**src/rtl/global_params.sv**
```systemverilog
// Shared widths, the prediction record carried from fetch to resolution,
// and the resolver FSM encoding.
package global_params;

    localparam int DATA_WIDTH          = 32;
    localparam int BRANCH_STALL_CYCLES = 2;

    typedef struct packed {
        logic                  valid;
        logic [DATA_WIDTH-1:0] pc;
        logic                  hit;
        logic [DATA_WIDTH-1:0] trgt;
    } pred_rec_t;

    typedef enum logic {
        IDLE,
        SQUASH
    } resolve_state_t;

endpackage

```
**src/rtl/branch_pred_queue.sv**
```systemverilog
// Stall-aware shift register that carries BTB predictions from fetch to the
// resolution stage; clr_valid kills every in-flight record but still captures din.
module branch_pred_queue
    import global_params::*;
#(
    parameter int DEPTH = BRANCH_STALL_CYCLES
) (
    input  logic      clk,
    input  logic      rst,
    input  logic      stall,
    input  logic      clr_valid,
    input  pred_rec_t din,
    output pred_rec_t tail
);

    pred_rec_t slots [DEPTH];

    always_ff @(posedge clk) begin
        if (rst) begin
            for (int i = 0; i < DEPTH; i++) begin
                slots[i] <= '0;
            end
        end else if (!stall) begin
            slots[0] <= din;
            for (int i = 1; i < DEPTH; i++) begin
                slots[i] <= slots[i-1];
                if (clr_valid) begin
                    slots[i].valid <= 1'b0;
                end
            end
        end
    end

    assign tail = slots[DEPTH-1];

endmodule

```
**src/rtl/branch_resolver.sv**
```systemverilog
// Checks the fetch-time BTB prediction against the resolved outcome, drives
// the PC redirect / flush, and writes corrected targets back into the BTB.
//
// state  | meaning
// IDLE   | resolving normally
// SQUASH | wrong-path instructions draining; flush held, resolutions ignored
module branch_resolver
    import global_params::*;
#(
    parameter int DATA_WIDTH   = global_params::DATA_WIDTH,
    parameter int STALL_CYCLES = BRANCH_STALL_CYCLES
) (
    input  logic                  clk,
    input  logic                  rst,
    input  logic                  stall,
    input  logic                  if_valid,
    input  logic [DATA_WIDTH-1:0] if_pc,
    input  logic                  if_hit,
    input  logic [DATA_WIDTH-1:0] if_trgt,
    input  logic                  ex_valid,
    input  logic                  ex_is_branch,
    input  logic                  ex_taken,
    input  logic [DATA_WIDTH-1:0] ex_trgt,
    output logic                  redirect,
    output logic [DATA_WIDTH-1:0] redirect_pc,
    output logic                  flush,
    output logic                  btb_we,
    output logic [DATA_WIDTH-1:0] btb_pc,
    output logic [DATA_WIDTH-1:0] btb_trgt,
    output logic [31:0]           branch_cnt,
    output logic [31:0]           mispredict_cnt
);

    localparam int CW = $clog2(STALL_CYCLES + 1);

    pred_rec_t             in_rec;
    pred_rec_t             tail;
    resolve_state_t        state, state_nx;
    logic [CW-1:0]         sq_cnt, sq_cnt_nx;
    logic                  resolve, is_taken, mispredict, btb_write;
    logic [DATA_WIDTH-1:0] seq_pc, pred_pc, actual_pc;

    assign in_rec = '{valid: if_valid, pc: if_pc, hit: if_hit, trgt: if_trgt};

    branch_pred_queue #(
        .DEPTH (STALL_CYCLES)
    ) u_queue (
        .clk       (clk),
        .rst       (rst),
        .stall     (stall),
        .clr_valid (mispredict),
        .din       (in_rec),
        .tail      (tail)
    );

    assign seq_pc     = tail.pc + DATA_WIDTH'(4);
    assign is_taken   = ex_is_branch && ex_taken;
    assign pred_pc    = tail.hit ? tail.trgt : seq_pc;
    assign actual_pc  = is_taken ? ex_trgt : seq_pc;
    assign resolve    = !stall && (state == IDLE) && ex_valid && tail.valid;
    assign mispredict = resolve && (actual_pc != pred_pc);
    assign btb_write  = resolve && is_taken && (!tail.hit || (tail.trgt != ex_trgt));

    always_ff @(posedge clk) begin
        if (rst) begin
            state  <= IDLE;
            sq_cnt <= '0;
        end else begin
            state  <= state_nx;
            sq_cnt <= sq_cnt_nx;
        end
    end

    always_comb begin
        state_nx  = state;
        sq_cnt_nx = sq_cnt;
        case (state)
            IDLE: begin
                if (mispredict) begin
                    state_nx  = SQUASH;
                    sq_cnt_nx = CW'(STALL_CYCLES);
                end
            end
            SQUASH: begin
                if (!stall) begin
                    if (sq_cnt == CW'(1)) begin
                        state_nx = IDLE;
                    end
                    sq_cnt_nx = sq_cnt - CW'(1);
                end
            end
            default: state_nx = IDLE;
        endcase
    end

    always_comb begin
        flush = (state == SQUASH);
    end

    // Redirect and BTB write are single-cycle pulses; data reads zero between pulses.
    always_ff @(posedge clk) begin
        if (rst) begin
            redirect       <= 1'b0;
            redirect_pc    <= '0;
            btb_we         <= 1'b0;
            btb_pc         <= '0;
            btb_trgt       <= '0;
            branch_cnt     <= '0;
            mispredict_cnt <= '0;
        end else begin
            redirect    <= mispredict;
            redirect_pc <= mispredict ? actual_pc : '0;
            btb_we      <= btb_write;
            btb_pc      <= btb_write ? tail.pc : '0;
            btb_trgt    <= btb_write ? ex_trgt : '0;
            if (resolve && ex_is_branch) begin
                branch_cnt <= branch_cnt + 32'd1;
            end
            if (mispredict) begin
                mispredict_cnt <= mispredict_cnt + 32'd1;
            end
        end
    end

endmodule

```
**config.mk**
```make
export PLATFORM = sky130hd
export DESIGN_NAME = branch_resolver
export DESIGN_NICKNAME = d
export VERILOG_FILES = /design/src/rtl/global_params.sv /design/src/rtl/branch_pred_queue.sv /design/src/rtl/branch_resolver.sv
export SDC_FILE = /design/constraint.sdc
export NUM_CORES = 1
export LEC_CHECK = 0
export CAP_MARGIN = 10
export CORE_ASPECT_RATIO = 0.7
export CORE_MARGIN = 4
export CORE_UTILIZATION = 57
export CTS_CLUSTER_SIZE = 20
export DETAILED_ROUTE_END_ITERATION = 12
export PLACE_DENSITY_LB_ADDON = 0.05
export SLEW_MARGIN = 30
export SYNTH_ARGS = -nofsm -noshare
export SYNTH_HDL_FRONTEND = slang
export SYNTH_HIERARCHICAL = 1
export SYNTH_SLANG_ARGS = --single-unit
```
**constraint.sdc**
```tcl
create_clock -name clk -period 7.34 [get_ports clk]
set_clock_uncertainty 0.1 [all_clocks]
set_input_delay 1.468 -clock clk [delete_from_list [all_inputs] [get_ports clk]]
set_output_delay 1.468 -clock clk [all_outputs]
set_load 0.005 [all_outputs]
```
== Yosys cells after proc, flatten, opt, wreduce, memory -nomap -nowiden ==
Memory sizes are Yosys's and may differ from the RTL's.
Cells that the tools add are included.
Operators by class
  $add $sub $neg: 4
  multiply operators: 0
  divide/modulo/power cells: 0
  order comparisons: 0
  eq/ne operators: 5
  shift operators: 0
  multiplexer cells: 20
  bitwise logic cells: 6
  reduce and logical (&&, ||, !) cells: 14
Operator list (number)
  $mux W66: 2
  $add A32 B1 Y32 const B: 2
  $mux W32: 2
  $ne A32 B32 Y1: 2
  $add A32 B3 Y32 const B: 1
  $mux W1: 12
  $logic_and A1 B1 Y1: 8
  $mux W2: 2
  $ne A2 B2 Y1 const B: 2
  $pmux W2 S2: 1
  $reduce_or A2 Y1: 2
  $not A1 Y1: 3
  $or A1 B1 Y1: 3
  $eq A2 B1 Y1 const B: 1
  $logic_not A1 Y1: 2
  $pmux W1 S2: 1
  $reduce_and A2 Y1: 1
  $sub A2 B1 Y2 const B: 1
  $logic_or A1 B1 Y1: 1
Storage, ports and cells
  bits in registers: 165
  bits in latches: 0
  RAM bits: 132
  bits in read-only memories: 0
  input port bits: 104
  output and inout port bits: 163
  word-level logic and storage cells: 59
  memories: 1
Memories
  u_queue.slots: words 2, width 66, read ports 2, clocked after memory_dff 0, wr ports 2, line branch_pred_queue.sv:16  | pred_rec_t slots [DEPTH];

== Depth between registers and ports, before layout ==
  depth after elaboration: 10
  depth in mapped cells: 15

== Hierarchy ==
Netlist, hierarchy kept.
By module, submodules not included
  branch_resolver: times used 1, cells each 1067, area each 9006.1 um^2, seq. area each 3303.2 um^2
  branch_pred_queue: times used 1, cells each 282, area each 4959.8 um^2, seq. area each 3953.8 um^2

== Least setup slack after synthesis ==
OpenSTA, ideal clock, no wires.
  kind: in2reg
  start: input port ex_is_branch
  end: memory u_queue/slots[1][65] (netlist bit)
  library setup time: 0.070 ns
  data arrival time: 3.916 ns
  required time: 7.170 ns
  path slack: 3.254 ns
  stages: 12
  path buffers: 1
  cell sequence: nand2_1 clkbuf_1 o31ai_1 a41oi_1 or4b_1 nor4_1 nand4b_1 nor3_4 nand2b_1 inv_2 or3b_1 a21oi_1
RTL lines
  from (decl): line branch_resolver.sv:21  | input logic ex_is_branch,
  to (decl): line branch_pred_queue.sv:16

==> qor.csv <==
stage,metric,value,unit
status,status,completed,
routing,Iter 0 DRT Violations,1206,
power,VDD IR-drop max,0.000204,V
timing,worst relative slew slack,0.339,
logic_synthesis,top post-synthesis cells by area,"edfxtp_1 (28%), dfxtp_1 (24%), and2_1 (6.4%)",
floorplan,Die Y,139,µm
worst_setup_path,Crit. End Element,flop,
routing,Total Wirelength,40.0,mm
power,Combinational Power Share,0.088,
timing,FMAX,186,MHz
cts,H-tree depth,1,
final_layout,Nets,1680,
logic_synthesis,synthesized area,14000,µm²
logic_synthesis,syn nets,1457,
timing,worst-margin pin slew,0.982,ns
logic_synthesis,Mean Syn Cell Area,10.4,µm²
timing,RSZ-0062 raised after global routing,no,
timing,"Setup violations, final",0,
final_layout,layout cells sized above 1,0.0910,
global_routing,initial antenna violation count,0,
timing,Max Slew Vio Count,0,
cts,# Post-CTS Setup Buffers,0,
cts,cts bufs inserted,28,
power,Sw Ratio,0.235,
logic_synthesis,"Distinct cells, synth",78,
placed_design,Setup Slack @ Placement,1.43,ns
placed_design,port buffer count,266,
worst_setup_path,"Data arrival, critical path",5.76,ns
power,Clk pwr share,0.409,
timing,endpoints failing hold,0,
routing,DR vias/cell,5.85,
cts,# hold bufs at CTS,0,
floorplan,# rows,47,
power,internal power,2.82,mW
final_layout,most frequent cells in the layout,"clkdlybuf4s50_1 (265), dfxtp_1 (166), and2_1 (142)",
worst_setup_path,Critical Path Fanout Max,62,
floorplan,die area,27100,µm²
cts,Num Clock Sinks,297,
global_routing,Overflow after GRT,0,
worst_setup_path,FF-to-FF setup slack,2.37,ns
worst_setup_path,critical path class,in2reg,
floorplan,core region area,23900,µm²
cts,CTS root buf,clkbuf_16,
timing,Setup TNS Final,0,ns
global_routing,first-pass GRT wire length,61.1,mm
final_layout,"most common cell after layout, fill and taps aside",clkdlybuf4s50_1,
final_layout,fillcell total,1642,
logic_synthesis,post-synthesis instance total,1349,
worst_setup_path,Setup crit start kind,input pin,
logic_synthesis,Yosys warnings,6,
cts,"Clk Latency, worst-skew pair",0.56,ns
logic_synthesis,"Seq/Total Area, Yosys",0.520,
power,Flop pwr share,0.503,
timing,worst setup margin,1.97,ns
routing,Pre-Repair DR Iteration Count,5,
logic_synthesis,"EDFF count, synth",131,
min_path,Worst Hold Class,reg2reg,
placed_design,HPWL Detailed,29.0,mm
cts,CTS Buffer Depth,3,
logic_synthesis,Yosys reg bits,297,
routing,DRC viols,0,
logic_synthesis,Yosys top cell area share,0.282,
final_layout,ant diodes,0,
cts,CTS tree,built,
power,P_sw,866,µW
logic_synthesis,"Primary FF master, synth",dfxtp_1,
power,Power Dens Cells,208,nW/µm²
worst_setup_path,WP data required,7.73,ns
routing,Antenna Nets Post-Route,0,
placed_design,"Cell Area, Placed",16700,µm²
placed_design,GPL Wtd Cong,0.993,
global_routing,largest net degree at the start of global routing,132,
floorplan,Die W,195,µm
routing,via count,11200,
timing,min cycle time layout,5.37,ns
floorplan,I/O Pins,267,
cts,post-CTS resize count,0,
run,MaxCap Viol Count,0,
floorplan,Starting Density,0.585,
final_layout,fin area,17700,µm²
cts,"CTS clk-pin slew, worst paths",0.07,ns
global_routing,vias in the first global route,10400,
global_routing,Total GRT Usage,0.283,
logic_synthesis,ys async rst share,0,
final_layout,Area growth syn-to-layout,26.9,%
routing,WL/cell,20.9,µm
power,Leak Pwr,6.27,nW
timing,Final Cycle Share,0.732,
logic_synthesis,"area leader, netlist",edfxtp_1,
## worst paths after layout
kind	startpoint	end	cells past startpoint
worst min-delay path	u_queue/slots[1][65]	u_queue/slots[1][65]	2
worst max register to register	u_queue/slots[1][35]	u_queue/slots[1][65]	14
worst min register to register	u_queue/slots[1][65]	u_queue/slots[1][65]	2
worst max-delay path	ex_is_branch	u_queue/slots[1][65]	13
## routing by layer
layer  part of all wire  vias up  GRT usage
met4              0.013        0     0.0463
met3               0.12       38     0.0823
li1                   -     5274          -
met5                  0        -          0
met2               0.41      599      0.393
met1               0.46     5265      0.446
## power groups by stage
stage	registers (mW)	logic (mW)	clock network, mW
finish	1.85	0.326	1.51
global route	1.86	0.349	1.59
CTS	1.85	0.320	1.52
detailed placement	1.88	0.317	0
global placement	1.88	0.316	0
floorplan	1.85	0.201	0
## Yosys cell counts, types with 6 or more instances
library cell,n
nor2_1,88
nor3b_1,6
nand2b_1,8
xor2_1,47
and4_1,14
nand2_1,76
nor3_1,28
clkbuf_1,52
nor4_1,16
xnor2_1,80
and2_1,142
nand3_1,40
o31ai_1,34
or3_1,12
nand4_1,30
mux2i_1,8
a21oi_1,53
a41oi_1,6
edfxtp_1,131
a211oi_1,21
o21ai_0,24
dfxtp_1,166
or4_1,31
a31oi_1,7
and3_1,20
and2_2,62
inv_1,21
clkbuf_2,10
nor2b_1,9
buf_2,12
## through the flow
stage	utilization	power, mW	cells	hold WS, ns
floorplan	-	2.05	1349	0.334
global placement	0.701	2.20	1860	0.358
detailed placement	0.701	2.20	1860	0.358
CTS	0.742	3.69	1912	0.368
global route	0.742	3.80	1912	0.403
finish	0.742	3.68	1912	0.367
## flip-flops by register name (all words and copies together) (netlist names)
| register | count |
|---|---|
| redirect_pc | 32 |
| branch_cnt | 32 |
| redirect | 1 |
| btb_we | 1 |
| btb_pc | 32 |
| flush | 1 |
| sq_cnt | 2 |
| mispredict_cnt | 32 |
| u_queue/slots | 132 |
| btb_trgt | 32 |
## cells by family after synthesis
family | count (synthesis) | synth area share
AO/OA/AOI/OAI | 188 | 0.0899
XOR/XNOR | 132 | 0.0878
adder cells (fa/ha/maj) | 4 | 0.00358
buffers and inverters | 105 | 0.0326
flip-flops | 297 | 0.520
multiplexers | 11 | 0.00869
AND/OR/NAND/NOR | 612 | 0.258
## critical path, stage by stage
cell and delay, ns:
clkdlybuf4s50_1 0.68, nand2_2 0.50, o31ai_1 0.43, a41oi_1 0.09, or4b_1 0.56, nor4_1 0.30, nand4b_1 0.20, nor3_4 0.23
buf_4 0.49, nand2b_1 0.24, inv_2 0.07, or3b_1 0.34, a21oi_1 0.13
## area by class of cell
class	instances	area, µm²	area share
clock buffers	36	802	0.0453
multi-input cells	947	6270	0.354
inverters	22	82.6	0.00466
repair buffers	276	2740	0.155
clock inverters	16	169	0.00953
well taps	318	398	0.0225
flip-flops and latches	297	7260	0.410
(Power assumes the default switching activity.)
